## config.mk

```make
export PLATFORM = sky130hd
export DESIGN_NAME = sumador_serie_ctrl
export DESIGN_NICKNAME = d
export VERILOG_FILES = /design/src/rtl/sumador_serie_ctrl.sv
export SDC_FILE = /design/constraint.sdc
export NUM_CORES = 1
export LEC_CHECK = 0
export ABC_AREA = 1
export BUFFER_PORTS_ARGS = -buffer_cell sky130_fd_sc_hd__buf_2
export CAP_MARGIN = 20
export CORE_MARGIN = 1.5
export CORE_UTILIZATION = 59
export DETAILED_ROUTE_END_ITERATION = 8
export PLACE_DENSITY = 0.85
export SLEW_MARGIN = 15
export SYNTH_ARGS = -nofsm -noshare
export SYNTH_HDL_FRONTEND = slang
export SYNTH_SLANG_ARGS = --single-unit
```

## constraint.sdc

```tcl
create_clock -name clk_i -period 5.3 [get_ports clk_i]
set_clock_uncertainty 0.2 [all_clocks]
set_input_delay 0.265 -clock clk_i [delete_from_list [all_inputs] [get_ports clk_i]]
set_output_delay 0.265 -clock clk_i [all_outputs]
set_load 0.01 [all_outputs]
```

## src/rtl/sumador_serie_ctrl.sv

```systemverilog
// Multi-nibble unsigned adder sequencer that time-shares one external 4-bit adder.
// Two adder passes per nibble (A+B, then partial+carry) build the missing carry chain.
module sumador_serie_ctrl #(
    parameter int NIBBLES = 4
) (
    input  logic                 clk_i,
    input  logic                 rst_i,
    input  logic                 inicio_i,
    input  logic [4*NIBBLES-1:0] operandoA_i,
    input  logic [4*NIBBLES-1:0] operandoB_i,
    output logic                 ocupado_o,
    output logic                 listo_o,
    output logic [4*NIBBLES:0]   resultado_o,
    output logic [3:0]           sumandoA_o,
    output logic [3:0]           sumandoB_o,
    input  logic [4:0]           suma_i
);
    localparam int W     = 4 * NIBBLES;
    localparam int IDX_W = (NIBBLES > 1) ? $clog2(NIBBLES) : 1;
    localparam logic [IDX_W-1:0] IDX_LAST = IDX_W'(NIBBLES - 1);

    typedef enum logic [1:0] {
        REPOSO  = 2'd0,
        SUMA_AB = 2'd1,
        SUMA_C  = 2'd2,
        FIN     = 2'd3
    } estado_t;

    estado_t          state_q, state_d;
    logic [W-1:0]     op_a_q, op_a_d;
    logic [W-1:0]     op_b_q, op_b_d;
    logic [W-1:0]     acum_q, acum_d;
    logic [4:0]       parcial_q, parcial_d;
    logic             acarreo_q, acarreo_d;
    logic [IDX_W-1:0] indice_q, indice_d;
    logic             ocupado_q, ocupado_d;
    logic             listo_q, listo_d;
    logic [W:0]       resultado_q, resultado_d;
    logic [3:0]       sumando_a_s, sumando_b_s;

    function automatic logic [3:0] nibble_sel(input logic [W-1:0] v, input logic [IDX_W-1:0] idx);
        logic [3:0] r;
        r = 4'h0;
        for (int i = 0; i < NIBBLES; i++) begin
            if (idx == IDX_W'(i)) begin
                r = v[4*i +: 4];
            end
        end
        return r;
    endfunction

    function automatic logic [W-1:0] nibble_put(input logic [W-1:0] v, input logic [IDX_W-1:0] idx,
                                                input logic [3:0] n);
        logic [W-1:0] r;
        r = v;
        for (int i = 0; i < NIBBLES; i++) begin
            if (idx == IDX_W'(i)) begin
                r[4*i +: 4] = n;
            end
        end
        return r;
    endfunction

    // Next-state, datapath updates and adder operand selection.
    always_comb begin
        state_d     = state_q;
        op_a_d      = op_a_q;
        op_b_d      = op_b_q;
        acum_d      = acum_q;
        parcial_d   = parcial_q;
        acarreo_d   = acarreo_q;
        indice_d    = indice_q;
        resultado_d = resultado_q;
        listo_d     = 1'b0;
        ocupado_d   = (state_q != REPOSO);
        sumando_a_s = 4'h0;
        sumando_b_s = 4'h0;

        case (state_q)
            REPOSO: begin
                // ocupado_q still high during the listo cycle keeps a start there from sneaking in
                if (inicio_i && !ocupado_q) begin
                    op_a_d    = operandoA_i;
                    op_b_d    = operandoB_i;
                    indice_d  = '0;
                    acarreo_d = 1'b0;
                    state_d   = SUMA_AB;
                end else begin
                    state_d = REPOSO;
                end
            end
            SUMA_AB: begin
                sumando_a_s = nibble_sel(op_a_q, indice_q);
                sumando_b_s = nibble_sel(op_b_q, indice_q);
                parcial_d   = suma_i;
                state_d     = SUMA_C;
            end
            SUMA_C: begin
                sumando_a_s = parcial_q[3:0];
                sumando_b_s = {3'b000, acarreo_q};
                acum_d      = nibble_put(acum_q, indice_q, suma_i[3:0]);
                acarreo_d   = parcial_q[4] | suma_i[4];
                if (indice_q == IDX_LAST) begin
                    state_d = FIN;
                end else begin
                    indice_d = indice_q + IDX_W'(1);
                    state_d  = SUMA_AB;
                end
            end
            FIN: begin
                resultado_d = {acarreo_q, acum_q};
                listo_d     = 1'b1;
                state_d     = REPOSO;
            end
            default: begin
                state_d = REPOSO;
            end
        endcase
    end

    // State and datapath registers with asynchronous reset.
    always_ff @(posedge clk_i or posedge rst_i) begin
        if (rst_i) begin
            state_q     <= REPOSO;
            op_a_q      <= '0;
            op_b_q      <= '0;
            acum_q      <= '0;
            parcial_q   <= 5'd0;
            acarreo_q   <= 1'b0;
            indice_q    <= '0;
            ocupado_q   <= 1'b0;
            listo_q     <= 1'b0;
            resultado_q <= '0;
        end else begin
            state_q     <= state_d;
            op_a_q      <= op_a_d;
            op_b_q      <= op_b_d;
            acum_q      <= acum_d;
            parcial_q   <= parcial_d;
            acarreo_q   <= acarreo_d;
            indice_q    <= indice_d;
            ocupado_q   <= ocupado_d;
            listo_q     <= listo_d;
            resultado_q <= resultado_d;
        end
    end

    assign ocupado_o   = ocupado_q;
    assign listo_o     = listo_q;
    assign resultado_o = resultado_q;
    assign sumandoA_o  = sumando_a_s;
    assign sumandoB_o  = sumando_b_s;

endmodule

```

Yosys cells after proc, flatten, opt, wreduce, memory -nomap -nowiden:

Index checks and enable logic that the tools add are counted.

* add/subtract/negate cells: 1
* $mul: 0
* divide/modulo/power cells: 0
* $lt $le $gt $ge: 0
* equal/unequal tests: 8
* shift-type cells: 0
* multiplexer cells: 19
* bitwise logic cells: 1
* reductions and logical operators: 13

Operators with widths (number)
* 2-to-1 mux 4 bit: 8
* case mux 4 bit (2 select lines): 2
* AND reduction 2 bit: 6
* equality test 2 bit (second input constant): 4
* case mux 2 bit (4 select lines): 1
* 2-to-1 mux 2 bit: 3
* equality test 2 x 1 -> 1 bit (second input constant): 2
* logical NOT 2 bit: 2
* != test 2 bit (second input constant): 2
* case mux 2 bit (2 select lines): 1
* nonzero test 2 bit: 2
* 2-to-1 mux 1 bit: 3
* AND reduction 3 bit: 1
* adder 2 x 1 -> 2 bit (second input constant): 1
* case mux 1 bit (2 select lines): 1
* logical AND 1 bit: 1
* logical NOT 1 bit: 1
* OR 1 bit: 1

* register bits after elaboration: 77
* latch bits: 0
* memory bits (writable): 0
* memory bits (read-only): 0
* bits of input ports: 40
* output and inout bits: 27
* word-level logic and storage cells: 55
* memories: 0

Logic depth before layout (Yosys ltp):

Gate-level depths: netlist (run 1).

* word-level depth: 6
* gate-level depth with buffers: 9
* mapped depth without buffers: 9

Worst setup path after synthesis (run 1):

No wires, ideal clock.

* path type: reg-to-output
* start point: register indice_q[0]
* end point: output port sumandoA_o[0]
* arrival time: 1314 ps
* data required time: 4835 ps
* setup slack: 3521 ps
* cell stages (with the launch flop): 9
* path buffers: 1
* cell sequence: dfrtp_1 -> inv_1 -> ha_1 -> buf_4 -> inv_1 -> nand3_1 -> nand2_1 -> nand2_1 -> a21oi_1

* longest elaborated chain between the ends: 6
* elaborated cells on any way between the ends: 9
* those cells by class: 3 x eq/ne; 5 x mux; 1 x reduce/logical

RTL lines
* from (decl): RTL line 35 `logic [IDX_W-1:0] indice_q, indice_d;`
* from (signal assigned): RTL line 141 `indice_q <= indice_d;`
* logical NOT 2 bit: RTL line 45 `if (idx == IDX_W'(i)) begin`
* 2-to-1 mux 4 bit (3 in series): RTL line 45
* 2-to-1 mux 4 bit *: RTL line 45
* case mux 4 bit (2 select lines) *: RTL line 79 `case (state_q)`
* to (decl): RTL line 14 `output logic [3:0] sumandoA_o,`

Every way passes the cells marked *; elsewhere a longest branch is shown, timed or not.

Worst setup path after layout (run 1):

* start point: register indice_q[1]
* end point: output port sumandoA_o[3]

The elaborated chain is that of the path after synthesis.

==> results.py, run 1 <==
metrics = {
    "setup_path": {
        "max_stage_delay_ns": 0.42,
        "slowest_stage": "dfrtp_1",
        "critical_path.max_fanout": 10,
        "critPathLaunchType": "flip-flop",
        "path_cells": "inv_1, ha_1, clkinv_2, nand2_1, nand3_1, nand2_1, nand2_1, a21oi_1, buf_2",
        "worstPathRequired_ns": 4.84,
        "crit_path_end_kind": "primary output",
        "worstSetupPathType": "flip-flop to primary output",
        "cp_common_cell": "nand2_1",
        "cp.arrival_ns": 2.18,
    },
    "floorplanning": {
        "die_h_um": 79.1,
        "start_util_pct": 61.6,
        "core_area_sq_um": 5540,
        "die_w_um": 79.1,
        "pin_count": 67,
        "rows": 27,
        "die-area_sq_um": 6250,
    },
    "clocking": {
        "htreeDepth": 3,
        "clock_path_buffers": 2,
        "tritoncts": "done",
        "ctsResizeCount": 0,
        "cts_sinks": 77,
        "numCtsBuffers": 9,
        "post_cts_hold_buffer_count": 33,
        "insertion_delay_ns": 0.35,
        "clk_pin_slew_ns": 0.08,
        "post_cts_buffers": 0,
        "cts-root-buf": "clkbuf_8",
    },
    "global_routing": {
        "grt-ovfl-total": 0,
        "antenna_found_initial": 0,
        "grt_pass1_vias": 2877,
        "grt_max_degree": 78,
        "grt_first_pass_wirelength_um": 13100,
        "grt_use_total_pct": 27.7,
    },
    "yosys": {
        "syn_inst": 364,
        "synth.distinct_cells": 20,
        "synth.avg_cell_area_sq_um": 9.38,
        "syn-num-nets": 412,
        "netlist_area_sq_um": 3410,
        "ys_ff_latch": 77,
        "yosysWarnings": 0,
        "synth.yosys.seq_area_share_pct": 56.4,
    },
    "pwr": {
        "p_int_mw": 1.46,
        "ir_worst_vdd_v": 0.000322,
        "p_sw_share_pct": 37.4,
        "p_switching_mw": 0.872,
        "power_frac_comb_pct": 36.0,
        "p_seq_share_pct": 43.0,
        "powerDensity_nw_per_um2": 544,
        "clock_power_share_pct": 21.0,
        "p_leak_nw": 2.20,
    },
    "status": {
        "status": "finished with violations",
        "violations": "negative hold slack",
    },
    "timing": {
        "hold_ws_ns": -0.0199,
        "tns_ns": 0,
        "min_period_over_period_pct": 49.9,
        "max_freq_ghz": 0.378,
        "rsz0062_at_grt": "false",
        "maxSlewViolCount": 0,
        "min_period_ns": 2.64,
        "worst_pin_slew_ns": 0.951,
        "setup_viol": 0,
        "hold_viol_final": 12,
        "slew_headroom_pct": 36.6,
    },
    "cells_and_area": {
        "fillers": 392,
        "nets": 507,
        "num_antenna_cells": 0,
        "drive_gt1_share_pct": 24.6,
        "area_growth_pct": 25.5,
    },
    "run": {
        "maxCapViolCount": 0,
    },
    "routing": {
        "drt-initial-drc-count": 275,
        "dr.pass1.iters": 5,
        "vias_per_cell": 5.36,
        "routed_wl_um": 7850,
        "wl_per_cell_um": 14.6,
        "antenna_left": 0,
        "drc": 0,
        "vias": 2872,
    },
    "placed_design": {
        "io_buffers": 66,
        "gp_congestion": 0.803,
        "hpwl_um": 4790,
    },
    "worst_hold_path": {
        "hold_class": "input pin to asynchronous set/reset pin",
    },
}
## worst max-delay path: cells and delay by family, from the launching register on
family | cells | cell delay (ns)
and+or+nand+nor | 4 | 0.32
AOI/OAI and AO/OA | 1 | 0.20
adders and majority gates | 1 | 0.38
DFF | 1 | 0.42
buffers and inverters | 3 | 0.51
## cell families after synthesis
group | share of synthesized area, %
and+or+nand+nor | 19.0
DFF | 56.4
AOI/OAI and AO/OA | 10.2
buffers and inverters | 6.19
muxes | 5.28
adders and majority gates | 2.93
## routing by layer
layer  wire length [um]  part of all wire, %  GRT usage [%]  up-vias
met5                  0                    0              0        -
met4                137                  1.7           11.1        0
met3                440                  5.6           4.48       16
met2               4010                   51           46.2       98
met1               3250                   41           36.2     1390
li1                   -                    -              -     1368
## sequential cells by signal, summed over array words and instances (netlist names)
signal and count:
indice_q 2, acarreo_q 1, op_a_q 16, parcial_q 5, acum_q 16, ocupado_o 1
op_b_q 16, listo_o 1, state_q 2, resultado_o 17
## cells in the final DEF, fill, tap and decap left out, drive strengths merged
cell type and instances:
o211ai 3, dfrtp 77, inv 27, clkinv 3, buf 67, clkinvlp 2
nand3 28, mux2 16, dlygate4sd3 33, nor2 14, bufinv 2, ha 8
nand2 116, o21ai 28, a21oi 31, clkbuf 9
## stage by stage
step / setup slack (ns) / cell area (sq um) / util, % / total power, mW / instances
after detailed placement: 3.02 / 3730 / 67.4 / 1.81 / 487
final: 2.66 / 4290 / 77.3 / 2.33 / 536
after global placement: 3.10 / 3730 / 67.4 / 1.76 / 487
after floorplan: 2.87 / 3410 / - / 1.59 / 364
after global routing: 2.57 / 4290 / 77.3 / 2.50 / 536
after CTS: 2.73 / 4290 / 77.3 / 2.32 / 536
## power by group through the flow
| stage | sequential (mW) | clock [mW] | combinational (mW) |
|---|---|---|---|
| 2_1_floorplan | 1.01 | 0 | 0.578 |
| 3_3_place_gp | 0.993 | 0 | 0.764 |
| 3_5_place_dp | 1.01 | 0 | 0.801 |
| 4_1_cts | 0.998 | 0.491 | 0.832 |
| 5_1_grt | 1.03 | 0.518 | 0.948 |
| 6_report | 1.00 | 0.489 | 0.839 |
## synth_stat cells
library cell  number  share of area (%)
dfrtp_1           77                 56
ha_1               8                2.9
mux2_2            16                5.3
nor2_4             1               0.33
inv_1             25                2.7
nand2_4            1               0.33
o21ai_0           26                3.8
nand3_1           28                4.1
nand2_2            2               0.37
a21oi_2            8                2.1
buf_4              4               0.88
o21ai_1            2               0.29
buf_6              3               0.99
clkinv_2           1               0.15
a21oi_1           23                3.4
nor2_1            13                1.4
buf_2              9                1.3
o211ai_1           3               0.66
inv_2              1               0.11
nand2_1          113                 12
## layout make-up
| cell class | instances | area, sq um | share of cell area (%) |
|---|---|---|---|
| Multi-Input combinational cell | 244 | 1280 | 29.8 |
| Sequential cell | 77 | 1930 | 45.0 |
| Inverter | 27 | 103 | 2.39 |
| Timing Repair Buffer | 100 | 668 | 15.6 |
| Clock inverter | 7 | 97.6 | 2.28 |
| Tap cell | 72 | 90.1 | 2.10 |
| Clock buffer | 9 | 124 | 2.89 |
## path summary, 6_finish.rpt
path	from	endpoint	slack [ns]	cells past startpoint
max	indice_q[1]$_DFFE_PP0P_	sumandoA_o[3]	2.66	9
min	rst_i	op_a_q[13]$_DFFE_PP0P_	-0.02	3
max reg2reg	state_q[1]$_DFF_PP0_	indice_q[0]$_DFFE_PP0P_	2.95	9
min reg2reg	op_b_q[11]$_DFFE_PP0P_	op_b_q[11]$_DFFE_PP0P_	0.28	2
max in group asynchronous	rst_i	op_b_q[11]$_DFFE_PP0P_	4.26	3
min in group clk_i	suma_i[0]	parcial_q[0]$_DFFE_PP0P_	0.07	3
No activity file was read; power rests on OpenSTA's default activity.
==> inputs of run 2 (changes only) <==
--- a/config.mk
+++ b/config.mk
@@ -5,13 +5,13 @@
 export SDC_FILE = /design/constraint.sdc
 export NUM_CORES = 1
 export LEC_CHECK = 0
-export ABC_AREA = 1
+export ABC_AREA = 0
 export BUFFER_PORTS_ARGS = -buffer_cell sky130_fd_sc_hd__buf_2
 export CAP_MARGIN = 20
 export CORE_MARGIN = 1.5
-export CORE_UTILIZATION = 59
+export CORE_UTILIZATION = 54
 export DETAILED_ROUTE_END_ITERATION = 8
-export PLACE_DENSITY = 0.85
+export PLACE_DENSITY = 0.79
 export SLEW_MARGIN = 15
 export SYNTH_ARGS = -nofsm -noshare
 export SYNTH_HDL_FRONTEND = slang
==> constraint.sdc (replaced) <==
create_clock -name clk_i -period 2.75 [get_ports clk_i]
set_clock_uncertainty 0.2 [all_clocks]
set_input_delay 0.1375 -clock clk_i [delete_from_list [all_inputs] [get_ports clk_i]]
set_output_delay 0.1375 -clock clk_i [all_outputs]
set_load 0.01 [all_outputs]
==> results.py, run 2 <==
metrics = {
    "floorplanning": {
        "rows": 28,
        "die_w_um": 81.8,
        "core_area_sq_um": 5960,
        "die_h_um": 81.8,
        "start_util_pct": 56.3,
        "pin_count": 67,
        "die-area_sq_um": 6700,
    },
    "pwr": {
        "p_sw_share_pct": 33.5,
        "power_mw": 4.55,
        "p_leak_nw": 1.96,
        "p_switching_mw": 1.53,
        "clock_power_share_pct": 17.7,
        "p_int_mw": 3.02,
        "powerDensity_nw_per_um2": 1060,
        "power_frac_comb_pct": 37.6,
        "p_seq_share_pct": 44.6,
        "ir_worst_vdd_v": 0.000527,
    },
    "clocking": {
        "cts_sinks": 77,
        "numCtsBuffers": 9,
        "clock_path_buffers": 2,
        "insertion_delay_ns": 0.36,
        "clk_pin_slew_ns": 0.08,
        "cts-root-buf": "clkbuf_8",
        "htreeDepth": 3,
        "post_cts_buffers": 0,
        "tritoncts": "done",
    },
    "cells_and_area": {
        "final_cell_mix": "dfrtp_1, mux2_2, buf_2",
        "utilization_pct": 72.3,
        "drive_gt1_share_pct": 45.9,
        "final_common_cell": "dfrtp_1",
        "largest_register_ffs": 17,
        "nets": 394,
        "final_cells": 426,
        "area_growth_pct": 28.3,
        "fin_area_sq_um": 4300,
        "num_antenna_cells": 0,
    },
    "routing": {
        "routed_wl_um": 7510,
        "dr.pass1.iters": 4,
        "drc": 0,
        "vias": 2358,
        "drt-initial-drc-count": 118,
        "antenna_left": 0,
        "vias_per_cell": 5.54,
        "wl_per_cell_um": 17.6,
    },
    "yosys": {
        "yosysTopAreaCell": "dfrtp_1",
        "syn-num-nets": 286,
        "yosysMostFrequentCell": "dfrtp_1",
        "yosysWarnings": 0,
        "synth.distinct_cells": 27,
        "synth-edff-count": 0,
        "synth.yosys.seq_area_share_pct": 57.4,
        "netlist_area_sq_um": 3360,
        "async_flop_share_pct": 100,
        "ys_ff_latch": 77,
        "synth_flop_cell": "dfrtp_1",
        "synth.area.top_cells": "dfrtp_1, mux2_2, a221oi_1",
        "synth.top_cell.area_share_pct": 57.4,
        "syn_inst": 238,
        "synth_common_cells": "dfrtp_1, mux2_2, a221oi_1, nand2_1, inv_1",
        "synth.avg_cell_area_sq_um": 14.1,
    },
    "setup_path": {
        "r2r_cells": 4,
        "critical-path-top-delay-family": "adder cells",
        "slowest_stage": "ha_1",
        "cp.arrival_ns": 2.25,
        "timing.critical_path.buf_inv": 2,
        "max_stage_delay_ns": 0.53,
        "critPathLaunchType": "flip-flop",
        "worstPathRequired_ns": 2.41,
        "path_cells": "inv_1, ha_1, nand2_1, o41ai_1, buf_2",
        "crit_cells": 5,
        "crit_path_end_kind": "primary output",
        "worstSetupPathType": "flip-flop to primary output",
        "critical_path.max_fanout": 14,
    },
    "global_routing": {
        "antenna_found_initial": 0,
        "grt_first_pass_wirelength_um": 12200,
        "grt-ovfl-total": 0,
        "grt_max_degree": 36,
        "grt_pass1_vias": 2454,
        "grt_use_total_pct": 25.5,
    },
    "timing": {
        "slew_headroom_pct": 54.2,
        "worst_pin_slew_ns": 0.686,
        "timing.final.ws_setup_ns": 0.163,
        "max_freq_ghz": 0.387,
        "hold_ws_ns": 0.0788,
        "maxSlewViolCount": 0,
        "hold_viol_final": 0,
        "min_period_ns": 2.59,
        "rsz0062_at_grt": "false",
        "min_period_over_period_pct": 94.1,
        "tns_ns": 0,
        "setup_viol": 0,
    },
    "placed_design": {
        "io_buffers": 66,
        "place_ws_ns": 0.553,
        "post_dp_cell_area_sq_um": 3730,
        "place_inst": 372,
        "hpwl_um": 4790,
        "gp_congestion": 0.793,
    },
    "worst_hold_path": {
        "hold_depth": 4,
        "hold_class": "input pin to flip-flop",
    },
    "run": {
        "maxCapViolCount": 0,
    },
    "status": {
        "status": "completed",
    },
}
==> run 2: cell count changes after synthesis, moves of 4 or more <==
cell	previous run	this run
nor2b_1	0	4
nor2_1	13	2
a22oi_1	0	5
nand2_1	113	11
mux2_2	16	70
a21oi_2	8	0
nand3_1	28	1
o21ai_0	26	7
a21oi_1	23	0
a221oi_1	0	13
inv_1	25	10
==> run 2: routing by layer <==
| metal | vias to the layer above | global-route usage, % | part of all wire (%) |
|---|---|---|---|
| met4 | 0 | 12.7 | 2.6 |
| met3 | 18 | 6.44 | 5.1 |
| met5 | - | 0 | 0 |
| met2 | 80 | 41.3 | 51 |
| li1 | 1082 | - | - |
| met1 | 1178 | 31.7 | 41 |
==> run 2: path summary, 6_finish.rpt <==
kind                                         from                           to  slack, ns
setup / recovery             state_q[1]$_DFF_PP0_                sumandoB_o[3]       0.16
hold / removal                           inicio_i         state_q[0]$_DFF_PP0_       0.08
setup reg to reg             state_q[0]$_DFF_PP0_       acum_q[15]$_DFFE_PP0P_       0.73
hold reg to reg            acum_q[10]$_DFFE_PP0P_  resultado_o[10]$_DFFE_PP0P_       0.30
max in group asynchronous                   rst_i        op_b_q[8]$_DFFE_PP0P_       1.33
min in group asynchronous                   rst_i   resultado_o[0]$_DFFE_PP0P_       0.22
==> run 2: worst min-delay path: stages <==
cell and delay (ns):
buf_2 0.08, nor2b_4 0.18, mux2i_1 0.14, inv_1 0.07
==> run 2: kinds of logic after synthesis <==
kind of cell	count (synthesis)	share of synthesized area, %
flip-flops	77	57.4
multiplexers	71	23.8
AO/OA/AOI/OAI	32	7.38
AND/OR/NAND/NOR	29	5.03
buffers and inverters	21	3.39
adder cells (fa/ha/maj)	8	2.98
==> run 2: final cells by class <==
| type | instances | area (sq um) |
|---|---|---|
| clock buffers | 13 | 169 |
| clock inverters | 3 | 18.8 |
| fillers | 414 | 1650 |
| inverters | 10 | 37.5 |
| multi-input cells | 140 | 1320 |
| flip-flops and latches | 77 | 1930 |
| well taps | 75 | 93.8 |
| repair buffers | 108 | 741 |
==> run 2: power groups by stage <==
stage / logic (mW) / registers (mW) / clock network, mW
floorplan: 1.21 / 2.01 / 0
global placement: 1.59 / 2.02 / 0
detailed placement: 1.65 / 2.05 / 0
CTS: 1.71 / 2.03 / 0.819
global route: 1.89 / 2.10 / 0.859
finish: 1.71 / 2.03 / 0.807
==> run 2: timing repair <==
action / CTS / global route
hold buffers: 38 / 0
gates resized for setup: 0 / 1
endpoints found under the hold margin: 87 / 0
endpoints found under the setup margin: 0 / 2
